**config.mk**
```make
export PLATFORM = sky130hd
export DESIGN_NAME = sram_loop_sequencer
export DESIGN_NICKNAME = d
export VERILOG_FILES = /design/src/rtl/sram_loop_sequencer.sv
export SDC_FILE = /design/constraint.sdc
export NUM_CORES = 1
export LEC_CHECK = 0
export BUFFER_PORTS_ARGS = -buffer_cell sky130_fd_sc_hd__buf_4
export CORE_AREA = 2 2 102 123
export CTS_CLUSTER_SIZE = 8
export DETAILED_ROUTE_END_ITERATION = 8
export DIE_AREA = 0 0 104 125
export HOLD_SLACK_MARGIN = 0.02
export PLACE_DENSITY = 0.8
export SKIP_LAST_GASP = 1
export SLEW_MARGIN = 20
export SYNTH_ARGS = -nofsm -noshare
export SYNTH_HDL_FRONTEND = slang
export SYNTH_SLANG_ARGS = --single-unit
```
**constraint.sdc**
```tcl
create_clock -name CLK -period 4.6 [get_ports CLK]
set_input_delay 0.46 -clock CLK [delete_from_list [all_inputs] [get_ports CLK]]
set_output_delay 0.46 -clock CLK [all_outputs]
set_load 0.005 [all_outputs]
```
**src/rtl/sram_loop_sequencer.sv**
```systemverilog
// Records sample words into SRAMControl on a sample strobe and plays them back once or looped.
// Owns every SRAM control line and absorbs the SRAM's one-edge registered read latency.
module sram_loop_sequencer #(
  parameter int unsigned ADDR_W = 13,
  parameter int unsigned DATA_W = 32,
  parameter int unsigned DEPTH  = 8192
) (
  input  logic              CLK,
  input  logic              RST,
  input  logic              tick,
  input  logic              record,
  input  logic              play,
  input  logic              stop,
  input  logic              loop,
  input  logic [DATA_W-1:0] sampleIn,
  output logic [DATA_W-1:0] sampleOut,
  output logic              sampleValid,
  output logic              done,
  output logic              busy,
  output logic              overrun,
  output logic [ADDR_W:0]   length,
  output logic [ADDR_W-1:0] sramAddress,
  output logic [DATA_W-1:0] sramDataIn,
  output logic              sramWriteEnable,
  output logic              sramRequestCE,
  input  logic [DATA_W-1:0] sramDataOut
);

  typedef enum logic [2:0] {
    IDLE,
    REC_WAIT,
    REC_WR,
    PLAY_WAIT,
    PLAY_RD,
    PLAY_CAP
  } state_t;

  localparam logic [ADDR_W:0] DEPTH_P = DEPTH[ADDR_W:0];

  state_t          state;
  logic [ADDR_W:0] ptr;
  logic            loop_q;

  always_ff @(posedge CLK or posedge RST) begin
    if (RST) begin
      state           <= IDLE;
      ptr             <= '0;
      loop_q          <= 1'b0;
      sampleOut       <= '0;
      sampleValid     <= 1'b0;
      done            <= 1'b0;
      busy            <= 1'b0;
      overrun         <= 1'b0;
      length          <= '0;
      sramAddress     <= '0;
      sramDataIn      <= '0;
      sramWriteEnable <= 1'b0;
      sramRequestCE   <= 1'b0;
    end else begin
      sampleValid <= 1'b0;
      done        <= 1'b0;

      if (stop) begin
        // A write issued on the previous edge was already sampled by the SRAM and counted.
        if (state != IDLE) begin
          state <= IDLE;
          done  <= 1'b1;
          busy  <= 1'b0;
        end
        sramWriteEnable <= 1'b0;
        sramRequestCE   <= 1'b0;
      end else if (record) begin
        state           <= REC_WAIT;
        busy            <= 1'b1;
        ptr             <= '0;
        length          <= '0;
        overrun         <= 1'b0;
        sramWriteEnable <= 1'b0;
        sramRequestCE   <= 1'b0;
      end else if (play && (length != '0)) begin
        state           <= PLAY_WAIT;
        busy            <= 1'b1;
        ptr             <= '0;
        overrun         <= 1'b0;
        loop_q          <= loop;
        sramWriteEnable <= 1'b0;
        sramRequestCE   <= 1'b0;
      end else begin
        case (state)
          IDLE: begin
          end

          REC_WAIT: begin
            if (tick) begin
              sramAddress     <= ptr[ADDR_W-1:0];
              sramDataIn      <= sampleIn;
              sramWriteEnable <= 1'b1;
              sramRequestCE   <= 1'b1;
              ptr             <= ptr + 1'b1;
              length          <= ptr + 1'b1;
              state           <= REC_WR;
            end
          end

          REC_WR: begin
            sramWriteEnable <= 1'b0;
            sramRequestCE   <= 1'b0;
            if (tick) overrun <= 1'b1;
            if (ptr == DEPTH_P) begin
              state <= IDLE;
              busy  <= 1'b0;
              done  <= 1'b1;
            end else begin
              state <= REC_WAIT;
            end
          end

          PLAY_WAIT: begin
            if (tick) begin
              sramAddress     <= ptr[ADDR_W-1:0];
              sramWriteEnable <= 1'b0;
              sramRequestCE   <= 1'b1;
              state           <= PLAY_RD;
            end
          end

          PLAY_RD: begin
            if (tick) overrun <= 1'b1;
            state <= PLAY_CAP;
          end

          PLAY_CAP: begin
            if (tick) overrun <= 1'b1;
            sampleOut     <= sramDataOut;
            sampleValid   <= 1'b1;
            sramRequestCE <= 1'b0;
            if ((ptr + 1'b1) == length) begin
              if (loop_q) begin
                ptr   <= '0;
                state <= PLAY_WAIT;
              end else begin
                ptr   <= ptr + 1'b1;
                state <= IDLE;
                busy  <= 1'b0;
                done  <= 1'b1;
              end
            end else begin
              ptr   <= ptr + 1'b1;
              state <= PLAY_WAIT;
            end
          end

          default: begin
            state <= IDLE;
            busy  <= 1'b0;
          end
        endcase
      end
    end
  end

endmodule

```
# Word-level counts from Yosys, hierarchy flattened

Index checks and enable logic that the tools add are counted.

Register bits after elaboration: 115
Bits in latches: 0
RAM bits: 0
Memory bits (read-only): 0
Input port bits: 71
Output and inout bits: 97
Word-level logic and storage cells: 113
Memories: 0

Add/sub/neg operators: 1
$mul: 0
Div/mod/pow operators: 0
Magnitude comparators: 0
Equal/unequal tests: 18
Shift-type cells: 0
Mux-type cells: 52
Bitwise logic cells: 3
Reductions and logical operators: 26

Operator list:

| kind                    | number |
|---|---|
| $mux W14                | 8 |
| $mux W1                 | 30 |
| $pmux W14 S2            | 1 |
| $ne A5 B5 Y1 const B    | 5 |
| $mux W3                 | 7 |
| $pmux W3 S6             | 1 |
| $reduce_and A5 Y1       | 3 |
| $add A14 B1 Y14 const B | 1 |
| $eq A14 B14 Y1          | 1 |
| $eq A14 B14 Y1 const B  | 1 |
| $reduce_bool A14 Y1     | 1 |
| $reduce_and A3 Y1       | 4 |
| $reduce_and A4 Y1       | 3 |
| $reduce_bool A3 Y1      | 3 |
| $ne A4 B4 Y1 const B    | 2 |
| $eq A3 B2 Y1 const B    | 2 |
| $eq A3 B3 Y1 const B    | 2 |
| $pmux W1 S3             | 2 |
| $reduce_bool A6 Y1      | 1 |
| $ne A5 B1 Y1 const B    | 1 |
| $reduce_bool A5 Y1      | 1 |
| $ne A4 B1 Y1 const B    | 1 |
| $pmux W1 S2             | 2 |
| $reduce_bool A2 Y1      | 2 |
| 12 further kinds        | 15 |

# Depth between registers and ports, before layout

Gate-level depths: netlist (run 1).

Depth in word-level cells: 7
Depth in mapped cells: 10
Depth with buffers taken out: 9

# Least setup slack after synthesis (run 1)

OpenSTA, ideal clock, no wires.

Path kind: register -> register
Start: register length[9]
End: register sramDataIn[0]
Setup time: 0.125 ns
Arrival: 2.243 ns
Required time: 4.475 ns
Setup slack: 2.232 ns
Stages on the path, launching flop included: 10
Path buffers: 3
Period minus slack after synthesis: 2.368 ns
Cells stage by stage: dfrtp_1 > nor4_2 > a41oi_2 > or3_1 > buf_2 > nor2b_4 > and2b_1 > buf_6 > buf_12 > mux2_4

Cells in the longest elaborated chain, start to end: 4

Ends and longest elaborated chain:

| what                               | line | source |
|---|---|---|
| from (decl)                        | 21   | `output logic [ADDR_W:0] length,` |
| from (signal assigned)             | 100  | `length <= ptr + 1'b1;` |
| $reduce_bool A14 Y1                | 80   | `end else if (play && (length != '0)) begin` |
| $logic_and A1 B1 Y1                | 80   |  |
| $not A1 Y1 (no source line)        | -    |  |
| $reduce_and A5 Y1 (no source line) | -    |  |
| to (signal assigned)               | 96   | `sramDataIn <= sampleIn;` |
| to (decl)                          | 23   | `output logic [DATA_W-1:0] sramDataIn,` |

No other way between the ends.
A chain may end at the register's enable or synchronous reset.

# Final worst setup path (run 1)

Start: register length[9]
End: register sramDataIn[8]

The elaborated chain is that of the path after synthesis.

==> results of run 1 <==
==> worst max path at each step <==
stage	start	end	slack [ns]	depth (start not counted)
after floorplan	RST	busy	1.10	1
after global placement	length[9]	sramDataIn[5]	1.15	7
after detailed placement	length[9]	sramDataIn[8]	1.08	7
after CTS	length[9]	sramDataIn[8]	1.07	7
after global routing	length[9]	sramDataIn[8]	0.95	7
final	length[9]	sramDataIn[8]	1.10	7
==> cell type report <==
type	count	area [um2]
clock inverters	6	55.1
multi-input cells	318	2630
well taps	161	201
clock buffers	25	475
repair buffers	172	1290
inverters	14	55.1
fillers	938	4300
flip-flops and latches	115	2880
==> routing by layer <==
metal | GRT usage | vias to the layer above | wire [um]
li1 | - | 2049 | -
met1 | 0.281 | 2154 | 5850
met2 | 0.414 | 212 | 7630
met3 | 0.0808 | 25 | 1210
met4 | 0.0771 | 0 | 276
met5 | 0 | - | 0
==> cells by family (layout without fill, tap and decap cells) <==
kind of cell               after synthesis  in the layout  synth area share
buffers and inverters                   45            217            0.0460
AOI/OAI and AO/OA                       68             68            0.0763
xor gates and xnor gates                22             22            0.0382
and+or+nand+nor                        131            131             0.132
muxes                                   95             95             0.204
adders and majority gates                2              2           0.00433
DFF                                    115            115             0.499
==> power groups by stage <==
stage / sequential (mW) / combinational, mW / clock (mW)
5_1_grt: 1.40 / 0.979 / 1.26
3_5_place_dp: 1.39 / 0.912 / 0
3_3_place_gp: 1.37 / 0.884 / 0
4_1_cts: 1.38 / 0.920 / 1.21
2_1_floorplan: 1.35 / 0.496 / 0
6_report: 1.38 / 0.912 / 1.19
==> worst register-to-register path, delay by kind of cell, from the launching register on <==
| kind | cells | cell delay [ns] |
|---|---|---|
| multiplexers | 1 | 0.35 |
| flip-flops | 1 | 0.44 |
| AND/OR/NAND/NOR | 4 | 1.97 |
| buffers and inverters | 1 | 0.39 |
| AO/OA/AOI/OAI | 1 | 0.25 |
==> per-stage QoR <==
stage | setup WS (ns) | utilization | hold slack (ns) | area (um2)
floorplan | 1.10 | - | 0.483 | 5770
global placement | 1.15 | 0.593 | 0.470 | 7060
detailed placement | 1.08 | 0.594 | 0.478 | 7060
CTS | 1.07 | 0.638 | 0.224 | 7590
global route | 0.951 | 0.638 | 0.251 | 7590
finish | 1.10 | 0.638 | 0.200 | 7590
==> registers in the layout, indices dropped and copies added, names as in the netlist <==
signal           count
sampleOut           32
sramDataIn          32
length              14
ptr                 14
sramAddress         13
state                3
busy                 1
done                 1
loop_q               1
overrun              1
sampleValid          1
sramRequestCE        1
sramWriteEnable      1
==> placed cells by master (no fill, tap or decap), types with 3 or more instances in the layout <==
cell         n
inv_1       13
mux2_1      18
nor2b_1      8
nor3_1       3
nor2_1      29
nor4_2       3
buf_4      172
xor2_1       8
nor4_1       5
clkinv_2     5
dfrtp_1    115
clkbuf_1     6
clkbuf_16   17
a31oi_1      9
mux2_4      30
nand4_1     12
a21oi_1     10
and3_1       6
mux2i_1      3
o211ai_1     5
nand3_1     13
nand2b_1     6
o21ai_1      4
o21ai_0     16
xnor2_1     12
mux2_2      44
or3_1        4
a22oi_1      5
o22ai_1      6
nand2_1     21
==> insert_results.sql, run 1 <==
INSERT INTO impl_metrics (metric_group, metric, value, unit) VALUES
('run_status', 'status', 'complete, no violations', ''),
('synthesis', 'share_of_async_settable_or_async_resettable_flops_after_synthesis', '1.00', ''),
('floorplan', 'placement_rows', '44', ''),
('grt', 'antenna_found_initial', '0', ''),
('critical_path', 'r2r-start', 'length[9]', ''),
('clocking', 'ctsResizeCount', '0', ''),
('synthesis', 'synth.net_count', '551', ''),
('floorplan', 'top_level_ports', '168', ''),
('grt', 'first_global_vias', '4566', ''),
('synthesis', 'synth_most_common_cell', 'dfrtp_1', ''),
('critical_path', 'cp_data_arrival_time', '3.79', 'ns'),
('sta', 'timing_max_transition_violations_final', '0', ''),
('synthesis', 'synth_area', '0.00577', 'mm2'),
('critical_path', 'reg2reg_depth', '7', ''),
('critical_path', 'startpoint_type_of_the_worst_setup_path', 'register', ''),
('grt', 'grt_overflow_total', '0', ''),
('floorplan', 'core_region_area', '0.0119', 'mm2'),
('placed_design', 'finalWeightedCongestion', '0.940', ''),
('critical_path', 'path_delay_family', 'simple AND/OR/NAND/NOR gates', ''),
('floorplan', 'floorplan.die.height', '125', 'um'),
('layout', 'diodes', '0', ''),
('sta', 'max-slew-margin-rel', '0.477', ''),
('power_and_ir_drop', 'clock_power_share', '0.341', ''),
('clocking', 'cts-hold-fix-buffers', '0', ''),
('clocking', 'post_cts_buffers', '0', ''),
('synthesis', 'yosysTopAreaCell', 'dfrtp_1', ''),
('clocking', 'htree_levels', '4', ''),
('sta', 'worst_clock_skew', '0.00657', 'ns'),
('power_and_ir_drop', 'total_leakage_power', '3.70', 'nW'),
('clocking', 'clkSlewWorstSetupHoldPaths', '0.05', 'ns'),
('synthesis', 'number_of_storage_elements_in_the_synthesis_netlist', '115', ''),
('power_and_ir_drop', 'peakVddDrop', '263', 'uV'),
('synthesis', 'synthesis.yosys.warnings', '0', ''),
('critical_path', 'critical_path_required', '4.89', 'ns'),
('sta', 'worst_slew_pin_slew', '0.784', 'ns'),
('critical_path', 'r2r_slack', '1.10', 'ns'),
('synthesis', 'synth_sequential_area_ratio', '0.499', ''),
('drt', 'num_vias', '4440', ''),
('critical_path', 'critical_path.max_stage_delay', '0.60', 'ns'),
('critical_path', 'class_of_the_most_critical_setup_path', 'register to register', ''),
('sta', 'timing.final.hold_violations', '0', ''),
('clocking', 'cts_root_buffer', 'clkbuf_16', ''),
('placed_design', 'dp.cells', '780', ''),
('placed_design', 'io_buffer_count', '167', ''),
('grt', 'grt_start_max_net_pins', '68', ''),
('drt', 'routed_wire_length_per_instance', '18.4', 'um'),
('sta', 'tns', '0', 'ns'),
('synthesis', 'post_synth_main_area_contributors', 'dfrtp_1 50%, mux2_2 8.6%, mux2_4 7.8%', ''),
('worst_hold_path', 'hold_path_class', 'input pin to async pin', ''),
('layout', 'fraction_of_final_layout_cells_with_drive_strength_greater_than_1', '0.442', ''),
('power_and_ir_drop', 'combinationalPowerShare', '0.262', ''),
('drt', 'vias_per_cell', '5.47', ''),
('layout', 'area_growth_syn_to_layout', '31.5', '%'),
('clocking', 'clock_tree_from_tritoncts', 'done', ''),
('floorplan', 'die_footprint', '0.0130', 'mm2'),
('synthesis', 'synthesis.instances', '478', ''),
('floorplan', 'starting_density_of_the_core', '0.485', ''),
('critical_path', 'critical_path.cell_chain', 'nor4_2 -> a41oi_2 -> or3_1 -> nor2b_4 -> and2b_2 -> buf_4 -> mux2_4', ''),
('drt', 'detailedRoute.firstIterationViolations', '204', ''),
('critical_path', 'rr_endpoint', 'sramDataIn[8]', ''),
('critical_path', 'worstPathMaxFanout', '18', ''),
('critical_path', 'slowest_stage', 'and2b_2', ''),
('grt', 'combined_global_route_utilization_of_all_metal_layers', '0.239', ''),
('clocking', 'cts.sinks', '115', ''),
('synthesis', 'synthesis.area_per_instance', '12.1', 'um2'),
('sta', 'finalWorstPathRequiredPeriod', '3.50', 'ns'),
('power_and_ir_drop', 'power', '3.48', 'mW'),
('drt', 'route.detailed.drc', '0', ''),
('layout', 'final-instance-count-excl-fill', '811', ''),
('sta', 'grt_setup_unrepaired', 'false', ''),
('clocking', 'clk_path_buf_depth', '2', '');
Power figures use the tool's default switching activity.
==> run 2, diff against run 1 <==
- CORE_AREA: 2 2 102 123 -> 2 2 105 127
- DIE_AREA: 0 0 104 125 -> 0 0 107 129
- PLACE_DENSITY: 0.8 -> 0.79
- clock period: 4.6 -> 2.95 ns (I/O delays scaled with it)
==> run 2 against run 1 <==
Global-route usage shrank 1.8 points. Power up 61%. Cell area up 2.6%. Maximum frequency rose by 27%. Combinational power grew 55%. Largest cell class unchanged.
==> insert_results.sql, run 2 (same netlist as run 1, synthesis figures left out) <==
INSERT INTO impl_metrics (metric_group, metric, value, unit) VALUES
('layout', 'mostFrequentLayoutCells', '183 x buf_4, 115 x dfrtp_1, 44 x mux2_2, 30 x nor2_1, 30 x mux2_4', ''),
('floorplan', 'core_region_area', '0.0126', 'mm2'),
('clocking', 'clk_path_buf_depth', '2', ''),
('grt', 'combined_global_route_utilization_of_all_metal_layers', '0.221', ''),
('floorplan', 'die_x', '107', 'um'),
('worst_hold_path', 'hold_path_class', 'input pin to async pin', ''),
('clocking', 'htree_levels', '4', ''),
('layout', 'fraction_of_final_layout_cells_with_drive_strength_greater_than_1', '0.461', ''),
('floorplan', 'top_level_ports', '168', ''),
('sta', 'setup_viol_count_final', '0', ''),
('critical_path', 'startpoint_type_of_the_worst_setup_path', 'register', ''),
('drt', 'highest-signal-layer', 'met4', ''),
('grt', 'grt_overflow_total', '0', ''),
('placed_design', 'finalWeightedCongestion', '1.03', ''),
('critical_path', 'worstPathMaxFanout', '10', ''),
('drt', 'route.detailed.drc', '0', ''),
('clocking', 'clock_tree_from_tritoncts', 'done', ''),
('drt', 'ant_nets', '0', ''),
('drt', 'num_vias', '4498', ''),
('floorplan', 'starting_density_of_the_core', '0.460', ''),
('clocking', 'worst_skew_pair.late_latency', '0.40', 'ns'),
('power_and_ir_drop', 'total_leakage_power', '3.79', 'nW'),
('clocking', 'cts_made_buffers', '17', ''),
('floorplan', 'placement_rows', '45', ''),
('floorplan', 'die_footprint', '0.0138', 'mm2'),
('floorplan', 'floorplan.die.height', '129', 'um'),
('sta', 'timing_max_transition_violations_final', '0', ''),
('sta', 'min_period_over_period', '0.937', ''),
('sta', 'grt_setup_unrepaired', 'false', ''),
('grt', 'grt_start_max_net_pins', '68', ''),
('sta', 'tns', '0', 'ns'),
('layout', 'largest_registers', 'sampleOut x32, sramDataIn x32', ''),
('run_status', 'status', 'complete, no violations', ''),
('grt', 'first_global_vias', '4501', ''),
('drt', 'vias_per_cell', '5.43', ''),
('drt', 'routedLengthMet1', '6140', 'um'),
('sta', 'worst_clock_skew', '0.00904', 'ns'),
('clocking', 'cts_root_buffer', 'clkbuf_16', ''),
('drt', 'drt_wl_total', '15000', 'um'),
('drt', 'met2RoutedLength', '7270', 'um'),
('sta', 'worst_slew_pin_slew', '0.839', 'ns'),
('critical_path', 'cp_data_arrival_time', '3.01', 'ns'),
('sta', 'timing.final.hold_violations', '0', ''),
('sta', 'max_freq', '362', 'MHz'),
('sta', 'max-slew-margin-rel', '0.441', ''),
('clocking', 'cts.sinks', '115', ''),
('job', 'drv.max_cap_violation_count', '0', ''),
('drt', 'wl_met3', '1180', 'um'),
('sta', 'finalWorstPathRequiredPeriod', '2.76', 'ns'),
('grt', 'antenna_found_initial', '0', ''),
('layout', 'area_growth_syn_to_layout', '34.9', '%'),
('critical_path', 'class_of_the_most_critical_setup_path', 'register to register', ''),
('drt', 'detailedRoute.firstIterationViolations', '328', ''),
('power_and_ir_drop', 'power_per_cell_area', '721', 'mW/mm2'),
('clocking', 'clkSlewWorstSetupHoldPaths', '0.05', 'ns'),
('placed_design', 'place_ws', '0.131', 'ns'),
('drt', 'routed_wire_length_per_instance', '18.1', 'um'),
('power_and_ir_drop', 'peakVddDrop', '440', 'uV'),
('layout', 'net_count_of_the_finished_layout', '724', ''),
('clocking', 'post_cts_buffers', '0', ''),
('placed_design', 'hpwl', '11000', 'um'),
('critical_path', 'critical_path_required', '3.20', 'ns'),
('critical_path', 'endpoint_kind', 'register', ''),
('drt', 'drt_first_pass_iters', '6', ''),
('sta', 'fin_ws', '0.186', 'ns'),
('placed_design', 'io_buffer_count', '167', ''),
('layout', 'diodes', '0', ''),
('grt', 'grt_first_pass_wirelength', '23600', 'um'),
('layout', 'most_frequent_standard_cell_in_the_layout_excluding_fill_and_tap_cells', 'buf_4', '');
-- run 2: cell count changes in the layout (fill, tap and decap cells not counted) --
cell	previous run	this run
buf_4	172	183
clkbuf_1	6	1
clkinvlp_4	0	4
buf_12	0	2
bufinv_16	1	3
clkinv_4	0	2
and3_1	6	5
and3_2	0	1
clkbuf_8	2	1
clkinv_2	5	4
inv_4	1	0
inv_6	0	1
nor2_1	29	30
nor2_2	1	0
-- run 2: worst paths after layout --
kind                                  from             end  slack [ns]  depth (start not counted)
hold reg to reg               sampleOut[3]    sampleOut[3]        0.49                          1
max in group asynchronous              RST      length[13]        2.21                          3
setup reg to reg                    ptr[0]          ptr[9]        0.19                          8
setup / recovery                    ptr[0]          ptr[9]        0.19                          8
hold / removal                         RST  sramDataIn[26]        0.09                          3
min in group CLK           sramDataOut[16]   sampleOut[16]        0.11                          2
-- run 2: cell type report --
cell class / count / area (um2)
Multi-Input combinational cell: 318 / 2630
Fill cell: 940 / 4770
Timing Repair Buffer: 185 / 1410
Clock buffer: 19 / 443
Tap cell: 164 / 205
Sequential cell: 115 / 2880
Clock inverter: 13 / 159
Inverter: 14 / 56.3
-- run 2: timing repair --
item / in CTS / in global routing
setup endpoints to repair: 0 / 15
hold buffers: 0 / 0
gates resized for setup: 0 / 1
-- run 2: metrics by stage --
step | area, um2 | power [mW] | hold WS [ns] | utilization | instances
2_1_floorplan | 5780 | 2.87 | 0.430 | - | 478
3_3_place_gp | 7180 | 3.52 | 0.470 | 0.572 | 796
3_5_place_dp | 7180 | 3.56 | 0.477 | 0.572 | 796
4_1_cts | 7780 | 5.66 | 0.101 | 0.620 | 828
5_1_grt | 7790 | 5.90 | 0.0995 | 0.620 | 828
6_report | 7790 | 5.61 | 0.0924 | 0.620 | 828
-- run 2: power by group --
part	total [mW]	switching [mW]	internal, mW
registers	2.13	0.241	1.88
logic	1.41	0.533	0.874
clock network	2.08	0.733	1.35
-- run 2: metal layers --
layer | vias up | GRT usage
met5 | - | 0
met4 | 0 | 0.0871
met3 | 38 | 0.0567
met2 | 227 | 0.369
met1 | 2156 | 0.275
li1 | 2077 | -
-- run 2: critical path, stage by stage, from the launching register on --
cell and delay [ns]:
dfrtp_1 0.51, ha_1 0.29, and3_2 0.32, a31oi_1 0.11, nand4bb_1 0.27, nor4b_4 0.41, nand4_2 0.32, a41oi_1 0.31
a31oi_1 0.06
